$ cat src/rtl/cmp_arbiter_pkg.sv
// Shared types for the comparator arbiter: operand type, condition codes, FSM states.
// Imported by cmp_arbiter and comparators.
package cmp_arbiter_pkg;

  localparam int XLEN = 32;

  typedef logic [XLEN-1:0] RV32I_OPERAND_t;

  typedef enum logic [2:0] {
    BEQ  = 3'b000,
    BNE  = 3'b001,
    BLT  = 3'b100,
    BGE  = 3'b101,
    BLTU = 3'b110,
    BGEU = 3'b111
  } CMP_OP_t;

  typedef enum logic [1:0] {
    IDLE = 2'b00,
    EVAL = 2'b01,
    RESP = 2'b10
  } CMP_ARB_STATE_t;

  // Two-way round-robin: a lone requester always wins, a tie goes to the pointer.
  function automatic logic rr_grant(input logic v0, input logic v1, input logic ptr);
    logic g;
    if (v0 && v1) begin
      g = ptr;
    end else if (v1) begin
      g = 1'b1;
    end else begin
      g = 1'b0;
    end
    return g;
  endfunction

endpackage

$ cat src/rtl/cmp_arbiter_comparators.sv
// Shared magnitude/equality comparator used by the branch unit and the SLT/SLTU path.
// A single borrow-subtract provides both unsigned and signed orderings.
module comparators
  import cmp_arbiter_pkg::*;
#(
  parameter int WIDTH = XLEN
) (
  input  logic [WIDTH-1:0] a,
  input  logic [WIDTH-1:0] b,
  output logic             equal,
  output logic             a_lt_b_s,
  output logic             a_lt_b_u,
  output logic             a_gt_b_s,
  output logic             a_gt_b_u
);

  logic [WIDTH:0] w_diff;
  logic           w_sign_diff;

  // Signed order only differs from unsigned when the sign bits disagree.
  always_comb begin
    w_diff      = {1'b0, a} - {1'b0, b};
    w_sign_diff = a[WIDTH-1] ^ b[WIDTH-1];
    equal       = (w_diff[WIDTH-1:0] == {WIDTH{1'b0}});
    a_lt_b_u    = w_diff[WIDTH];
    if (w_sign_diff) begin
      a_lt_b_s = a[WIDTH-1];
    end else begin
      a_lt_b_s = w_diff[WIDTH];
    end
    a_gt_b_u = !a_lt_b_u && !equal;
    a_gt_b_s = !a_lt_b_s && !equal;
  end

endmodule

$ cat src/rtl/cmp_arbiter.sv
// Round-robin arbiter sharing one comparator between the branch unit (req0) and SLT/SLTU (req1).
// Build option CMP_ARBITER_BYPASS_EN: skip EVAL and compare the granted operands directly in IDLE.
module cmp_arbiter
  import cmp_arbiter_pkg::*;
#(
  parameter int WIDTH   = XLEN,
  parameter bit RR_INIT = 1'b0
) (
  input  logic             clk,
  input  logic             rst_n,
  input  logic             req0_valid,
  output logic             req0_ready,
  input  logic [WIDTH-1:0] req0_a,
  input  logic [WIDTH-1:0] req0_b,
  input  logic [2:0]       req0_op,
  input  logic             req1_valid,
  output logic             req1_ready,
  input  logic [WIDTH-1:0] req1_a,
  input  logic [WIDTH-1:0] req1_b,
  input  logic [2:0]       req1_op,
  output logic             rsp_valid,
  input  logic             rsp_ready,
  output logic             rsp_id,
  output logic             rsp_result,
  output logic             rsp_err
);

  CMP_ARB_STATE_t r_state;
  logic           r_ptr;

  logic           w_any;
  logic           w_grant;
  logic           w_accept;
  RV32I_OPERAND_t w_sel_a;
  RV32I_OPERAND_t w_sel_b;
  logic [2:0]     w_sel_op;
  RV32I_OPERAND_t w_cmp_a;
  RV32I_OPERAND_t w_cmp_b;
  logic [2:0]     w_cmp_op;
  logic           w_eq;
  logic           w_lt_s;
  logic           w_lt_u;
  logic           w_gt_s_unused;
  logic           w_gt_u_unused;
  logic           w_res;
  logic           w_err;

`ifndef CMP_ARBITER_BYPASS_EN
  RV32I_OPERAND_t r_a;
  RV32I_OPERAND_t r_b;
  logic [2:0]     r_op;
  logic           r_id;
`endif

  // Both readys come from one grant bit, so at most one can be high in a cycle.
  always_comb begin
    w_any      = req0_valid | req1_valid;
    w_grant    = rr_grant(req0_valid, req1_valid, r_ptr);
    w_accept   = (r_state == IDLE) && w_any;
    req0_ready = w_accept && !w_grant;
    req1_ready = w_accept && w_grant;
    if (w_grant) begin
      w_sel_a  = req1_a;
      w_sel_b  = req1_b;
      w_sel_op = req1_op;
    end else begin
      w_sel_a  = req0_a;
      w_sel_b  = req0_b;
      w_sel_op = req0_op;
    end
  end

`ifdef CMP_ARBITER_BYPASS_EN
  assign w_cmp_a  = w_sel_a;
  assign w_cmp_b  = w_sel_b;
  assign w_cmp_op = w_sel_op;
`else
  assign w_cmp_a  = r_a;
  assign w_cmp_b  = r_b;
  assign w_cmp_op = r_op;
`endif

  comparators #(
    .WIDTH(XLEN)
  ) u_cmp (
    .a        (w_cmp_a),
    .b        (w_cmp_b),
    .equal    (w_eq),
    .a_lt_b_s (w_lt_s),
    .a_lt_b_u (w_lt_u),
    .a_gt_b_s (w_gt_s_unused),
    .a_gt_b_u (w_gt_u_unused)
  );

  // Condition decode from funct3; 010/011 are not comparisons and flag an error.
  always_comb begin
    w_res = 1'b0;
    w_err = 1'b0;
    case (CMP_OP_t'(w_cmp_op))
      BEQ:  w_res = w_eq;
      BNE:  w_res = !w_eq;
      BLT:  w_res = w_lt_s;
      BGE:  w_res = !w_lt_s;
      BLTU: w_res = w_lt_u;
      BGEU: w_res = !w_lt_u;
      default: begin
        w_res = 1'b0;
        w_err = 1'b1;
      end
    endcase
  end

  // Control FSM with registered response; the pointer moves to the loser on each grant.
  always_ff @(posedge clk or negedge rst_n) begin
    if (!rst_n) begin
      r_state    <= IDLE;
      r_ptr      <= RR_INIT;
      rsp_valid  <= 1'b0;
      rsp_id     <= 1'b0;
      rsp_result <= 1'b0;
      rsp_err    <= 1'b0;
`ifndef CMP_ARBITER_BYPASS_EN
      r_a        <= {XLEN{1'b0}};
      r_b        <= {XLEN{1'b0}};
      r_op       <= 3'b000;
      r_id       <= 1'b0;
`endif
    end else begin
      case (r_state)
        IDLE: begin
          if (w_accept) begin
            r_ptr <= ~w_grant;
`ifdef CMP_ARBITER_BYPASS_EN
            rsp_id     <= w_grant;
            rsp_result <= w_res;
            rsp_err    <= w_err;
            rsp_valid  <= 1'b1;
            r_state    <= RESP;
`else
            r_a     <= w_sel_a;
            r_b     <= w_sel_b;
            r_op    <= w_sel_op;
            r_id    <= w_grant;
            r_state <= EVAL;
`endif
          end else begin
            r_state <= IDLE;
          end
        end
`ifndef CMP_ARBITER_BYPASS_EN
        EVAL: begin
          rsp_id     <= r_id;
          rsp_result <= w_res;
          rsp_err    <= w_err;
          rsp_valid  <= 1'b1;
          r_state    <= RESP;
        end
`endif
        RESP: begin
          if (rsp_ready) begin
            rsp_valid <= 1'b0;
            r_state   <= IDLE;
          end else begin
            r_state <= RESP;
          end
        end
        default: begin
          rsp_valid <= 1'b0;
          r_state   <= IDLE;
        end
      endcase
    end
  end

endmodule
$ cat config.mk
export PLATFORM = sky130hd
export DESIGN_NAME = cmp_arbiter
export DESIGN_NICKNAME = d
export VERILOG_FILES = /design/src/rtl/cmp_arbiter_pkg.sv /design/src/rtl/cmp_arbiter_comparators.sv /design/src/rtl/cmp_arbiter.sv
export SDC_FILE = /design/constraint.sdc
export NUM_CORES = 1
export LEC_CHECK = 0
export CAP_MARGIN = 25
export CELL_PAD_IN_SITES_DETAIL_PLACEMENT = 0
export CELL_PAD_IN_SITES_GLOBAL_PLACEMENT = 2
export CORE_UTILIZATION = 26
export DETAILED_ROUTE_END_ITERATION = 7
export GPL_ROUTABILITY_DRIVEN = 0
export PLACE_DENSITY = 0.87
export SLEW_MARGIN = 10
export SYNTH_ARGS = -nofsm -noshare
export SYNTH_HDL_FRONTEND = slang
export SYNTH_SLANG_ARGS = --single-unit
$ cat constraint.sdc
create_clock -name clk -period 3.19 [get_ports clk]
set_input_delay 0.638 -clock clk [delete_from_list [all_inputs] [get_ports clk]]
set_output_delay 0.638 -clock clk [all_outputs]
set_load 0.01 [all_outputs]
Yosys cells after proc, flatten, opt, wreduce, memory -nomap -nowiden:

Index checks and enable logic that the tools add are counted.

* $add $sub $neg: 1
* multipliers: 0
* div/mod/pow operators: 0
* $lt $le $gt $ge: 0
* equality and inequality tests: 8
* shift-type cells: 0
* muxes and demuxes: 13
* bitwise operators: 4
* reductions and logical operators: 14

Operators with widths (count)
* $mux 32: 2
* $sub 32x32->33: 1
* $logic_not 32->1: 1
* $eq 3x3->1 const B: 4
* $mux 1: 6
* $pmux 1 s6: 1
* $pmux 2 s3: 1
* $reduce_or 6->1: 1
* $logic_and 1x1->1: 4
* $logic_not 1->1: 4
* $reduce_and 2->1: 2
* $eq 3x1->1 const B: 1
* $logic_not 3->1: 1
* $mux 3: 1
* $pmux 1 s3: 1
* $eq 2x1->1 const B: 1
* $eq 2x2->1 const B: 1
* $logic_not 2->1: 1
* $mux 2: 1
* $ne 2x2->1 const B: 1
* $not 1->1: 2
* $or 1x1->1: 1
* $xor 1x1->1: 1

* flip-flop bits (word level): 75
* bits in latches: 0
* RAM bits: 0
* bits in read-only memories: 0
* output and inout port bits: 6
* word-level logic and storage cells: 50
* memories kept: 0

Depth between registers and ports, before layout:

* word-level depth: 4
* mapped depth: 13
* mapped depth without buffers: 13

By module:

A second synthesis with hierarchy kept.

* cells, all modules: 670
* area, all modules: 5992.0 um^2

By module, submodules not included
* cmp_arbiter: times used 1, cells each 266, area an instance 3363.2 um^2
* comparators: times used 1, cells each 404, area an instance 2628.8 um^2

Worst setup path before layout:

No wires, ideal clock.

* kind: register to register
* start: reg r_a[0]
* end: reg rsp_result
* setup time: 0.065 ns
* data arrival time: 3.371 ns
* required time: 3.125 ns
* slack: -0.246 ns
* stages on the path, launching flop included: 14
* buffers on the path: 0
* cells stage by stage: dfrtp_1 -> inv_1 -> ha_1 -> fa_1 -> nor2b_4 -> nor2_1 -> o21ai_0 -> a32oi_1 -> a211o_1 -> or4_1 -> or4_1 -> nor4_2 -> mux2_1 -> nand2_1

* cells in the longest elaborated chain, start to end: 4

RTL lines
* start: declaration: RTL line cmp_arbiter.sv:49 `RV32I_OPERAND_t r_a;`
* start signal: assignment: RTL line cmp_arbiter.sv:123 `r_a <= {XLEN{1'b0}};`
* start signal: assignment: RTL line cmp_arbiter.sv:140 `r_a <= w_sel_a;`
* $sub 32x32->33 *: RTL line cmp_arbiter_comparators.sv:22 `w_diff = {1'b0, a} - {1'b0, b};`
* $logic_not 32->1 or $mux 1 (tied branches): RTL line cmp_arbiter_comparators.sv:24, cmp_arbiter_comparators.sv:26
* $logic_not 1->1
* $pmux 1 s6 *: RTL line cmp_arbiter.sv:99 `case (CMP_OP_t'(w_cmp_op))`
* end signal: assignment: RTL line cmp_arbiter.sv:153 `rsp_result <= w_res;`
* end: declaration: RTL line cmp_arbiter.sv:24 `output logic rsp_result,`

Every way passes the cells marked *; elsewhere a longest branch is shown, timed or not.
A chain may end at the register's enable or synchronous reset.

Worst setup path in the final report:

* start: reg r_b[0]
* end: reg rsp_result

* cells in the longest elaborated chain, start to end: 4

RTL lines
* start: declaration: RTL line cmp_arbiter.sv:50 `RV32I_OPERAND_t r_b;`
* start signal: assignment: RTL line cmp_arbiter.sv:124 `r_b <= {XLEN{1'b0}};`
* start signal: assignment: RTL line cmp_arbiter.sv:141 `r_b <= w_sel_b;`
* $sub 32x32->33 *: RTL line cmp_arbiter_comparators.sv:22
* $logic_not 32->1 or $mux 1 (tied branches): RTL line cmp_arbiter_comparators.sv:24, cmp_arbiter_comparators.sv:26
* $logic_not 1->1
* $pmux 1 s6 *: RTL line cmp_arbiter.sv:99

Marked as above.

==> impl_results.md <==
- Status: finished, violations left
- Final setup viols: 1
- GRT Total Usage: 0.163
- HPWL after DPL: 13300 um
- Critical Path Start: r_b[0]$_DFFE_PN0P_
- Total Nets Final: 1044
- Slowest cell on crit path: or4_4
- Worst slew margin: 0.465
- CP startpoint kind: flip-flop
- Post-Syn Nets: 803
- Grt total ovfl: 0
- Clock root cell: clkbuf_16
- Worst setup path class: flip-flop to flip-flop
- Post-synthesis register bit count: 75
- Async SR Flop Fraction: 1.00
- Final Skew: ~0.0045 ns
- CTS Buf Count: 9
- Worst reg2reg path startpoint: r_b[0]$_DFFE_PN0P_
- Post-Route WL: around 17000 um
- Total number of vias: ~5800
- Max_cap viols: 0
- Power per standard cell area: ~1300 nW/um^2
- Antenna diode count: 0
- Initial antenna violation count: 0
- Worst-path cell chain: ha_4 > fa_2 > nor2b_4 > nor2_2 > o21ai_1 > a32oi_1 > a211o_1 > or4_4 > or4_4 > nor4_4 > mux2_4 > nand2_2
- Commonest non-fill, non-tap cell in the layout: clkdlybuf4s50_1
- Clk buf depth: 2
- Final Util: 0.407
- Most frequent cells in the layout: 143 x clkdlybuf4s50_1, 125 x buf_4, 108 x inv_1
- Share of layout cells above drive strength 1: 0.210
- Pin count of the biggest net entering global routing: 76
- Worst Path Max Fanout: 3
- Critical path endpoint category: flip-flop
- CTS tree: done
- Setup WS pre-CTS: -0.308 ns
- Number of global-route vias before repair: about 5700
- Hold Fails Final Rpt: 0
- Area Growth Syn to Fin: 53.4%
- Sink Count: 75
- Yosys top cell by area: dfrtp_1
- DR pass1 iterations: 7
- Core ar.: between 20000 and 25000 sq um
- RSZ-0062 raised after global routing: yes
- Synth top area share: 0.338
- Tmin final: 3.40 ns
- Worst-Skew Late Latency: about 0.35 ns
- CP Data Required Time: between 3 and 4 ns
- Sequential Area: around 1900 sq um
- Hold slack final: ~0.23 ns
- Syn_area_per_cell: 8.80 sq um
- Ranking of synthesized cells by area: dfrtp_1 34%, a222oi_1 12%, inv_1 7.4%
- Lkg Pwr: between 3 and 4 nW
- Worst ir drop on vdd: approximately 0.0004 V
- CTS H-tree depth: 3
- Pins Over Slew Limit: 0
- Seq/Total Area, Yosys: 0.338
- Internal reg-to-reg setup slack: -0.21 ns
- Actual slew at the worst max-slew pin: 0.803 ns
- Arrival time at the worst endpoint: 3.69 ns
- # IOs: about 150
- Multi-input combinational cell area: roughly 3200 sq um
- Clock transition at path regs: about 0.060 ns
- Synthesized area: approximately 5600 sq um
- Post-route DRC: 0
- Final TNS setup: -0.211 ns
- Synth Instances: ~630
- Die Ht: ~150 um
- Post-synth EDFFs: 0
- Post-route setup slack: -0.211 ns
- First-pass GRT wire length: about 28000 um
- Class of the worst hold path: input pin to async pin
- Slowest Stage Delay on Critical Path: between 0.5 and 0.6 ns
- Cell area after layout: ~8500 sq um
- Antenna-violating nets left: 0
- Fmax achieved: 0.294 GHz
- Routed length per instance: 15.1 um
- Yosys cell types: 78
- Most common flop cell mapped by yosys: dfrtp_1
- Initial Util: 0.265
- Yosys warning total: 0
- Cell mode on critical path: or4_4
- Die width: roughly 150 um
- Floorplan row count: between 50 and 60
- DP Area: 8120 sq um
- Post-DR vias/cell: roughly 5
- Failing checks: setup timing
- Count of port buffers added during placement: 144
- DRT iter0 DRCs: 464
- Fillers: approximately 2200
- Die area: about 22000 sq um
- Fin crit share: 1.07
==> logic make-up (layout without fill, tap and decap cells) <==
family	Yosys count	count (layout)	share of synthesized area
flip-flops	75	75	0.338
multiplexers	9	9	0.0169
XOR/XNOR	7	7	0.0110
AND/OR/NAND/NOR	148	148	0.142
buffers and inverters	148	394	0.107
AO/OA/AOI/OAI	211	211	0.310
adder cells (fa/ha/maj)	33	33	0.0757
==> synthesized netlist by cell type, types with 4 or more instances <==
master    instances
buf_6             4
nor2_1           30
o22ai_1           5
a211oi_1          5
nand4_1          10
a222oi_1         67
xor2_1            4
o211a_1           4
o31ai_1           4
nand3_1          10
a21o_1            9
nand2_1          37
o21a_1            8
ha_1             32
a311oi_1          4
nand2b_1          7
dfrtp_1          75
o21ai_1           6
a21oi_1          30
nor3b_1           4
clkbuf_1         30
nor3_1           16
o21ai_0          20
mux2i_1           6
o211ai_1          6
a31oi_1           6
nor2b_1           5
inv_1           109
==> worst max-delay path: cells and delay by family (launching register included) <==
family / cells / cell delay [ns]
multiplexers: 1 / 0.33
AO/OA/AOI/OAI: 3 / 0.49
adder cells (fa/ha/maj): 2 / 0.54
flip-flops: 1 / 0.41
AND/OR/NAND/NOR: 6 / 1.57
==> final cells by class <==
type	count	share of cell area
clock buffer	12	0.0313
sequential	75	0.220
multi-input combinational	408	0.373
inverter	109	0.0480
tap	275	0.0404
clock inverter	4	0.00558
timing repair buffer	269	0.281
==> worst paths after layout <==
path	cells past startpoint	to
hold reg to reg	1	r_ptr$_DFFE_PN0P_
min in group clk	1	r_ptr$_DFFE_PN0P_
setup / recovery	12	rsp_result$_DFFE_PN0P_
max in group asynchronous	2	r_b[25]$_DFFE_PN0P_
hold / removal	1	r_b[9]$_DFFE_PN0P_
setup reg to reg	12	rsp_result$_DFFE_PN0P_
==> layer usage <==
layer / global-route usage / vias up / wire [um]
met5: 0 / - / 0
li1: - / 2880 / -
met1: 0.210 / 2736 / 8060
met3: 0.0285 / 15 / 791
met4: 0.0438 / 0 / 201
met2: 0.279 / 142 / 8380
==> power by group <==
group	internal (mW)	total, mW	switching, mW
clock network	0.667	1.07	0.406
registers	1.43	1.77	0.331
logic	3.96	8.14	4.19
total	6.06	11.0	4.93
==> through the flow <==
stage | cells | power, mW
floorplan | 631 | 6.64
global placement | 1134 | 9.78
detailed placement | 1134 | 9.82
CTS | 1150 | 11.0
global route | 1152 | 12.1
finish | 1152 | 11.0
==> repair_timing <==
item,CTS,global route
hold buffers,0,0
resized for setup,4,8
endpoints found under the setup margin,1,1
setup buffers,0,1
pin swaps,3,2
==> registers in the layout, indices dropped and copies added, names as in the netlist <==
register    flops
r_a            32
rsp_id          1
rsp_err         1
r_b            32
r_op            3
rsp_valid       1
r_id            1
r_ptr           1
r_state         2
rsp_result      1
Power figures use the tool's default switching activity.
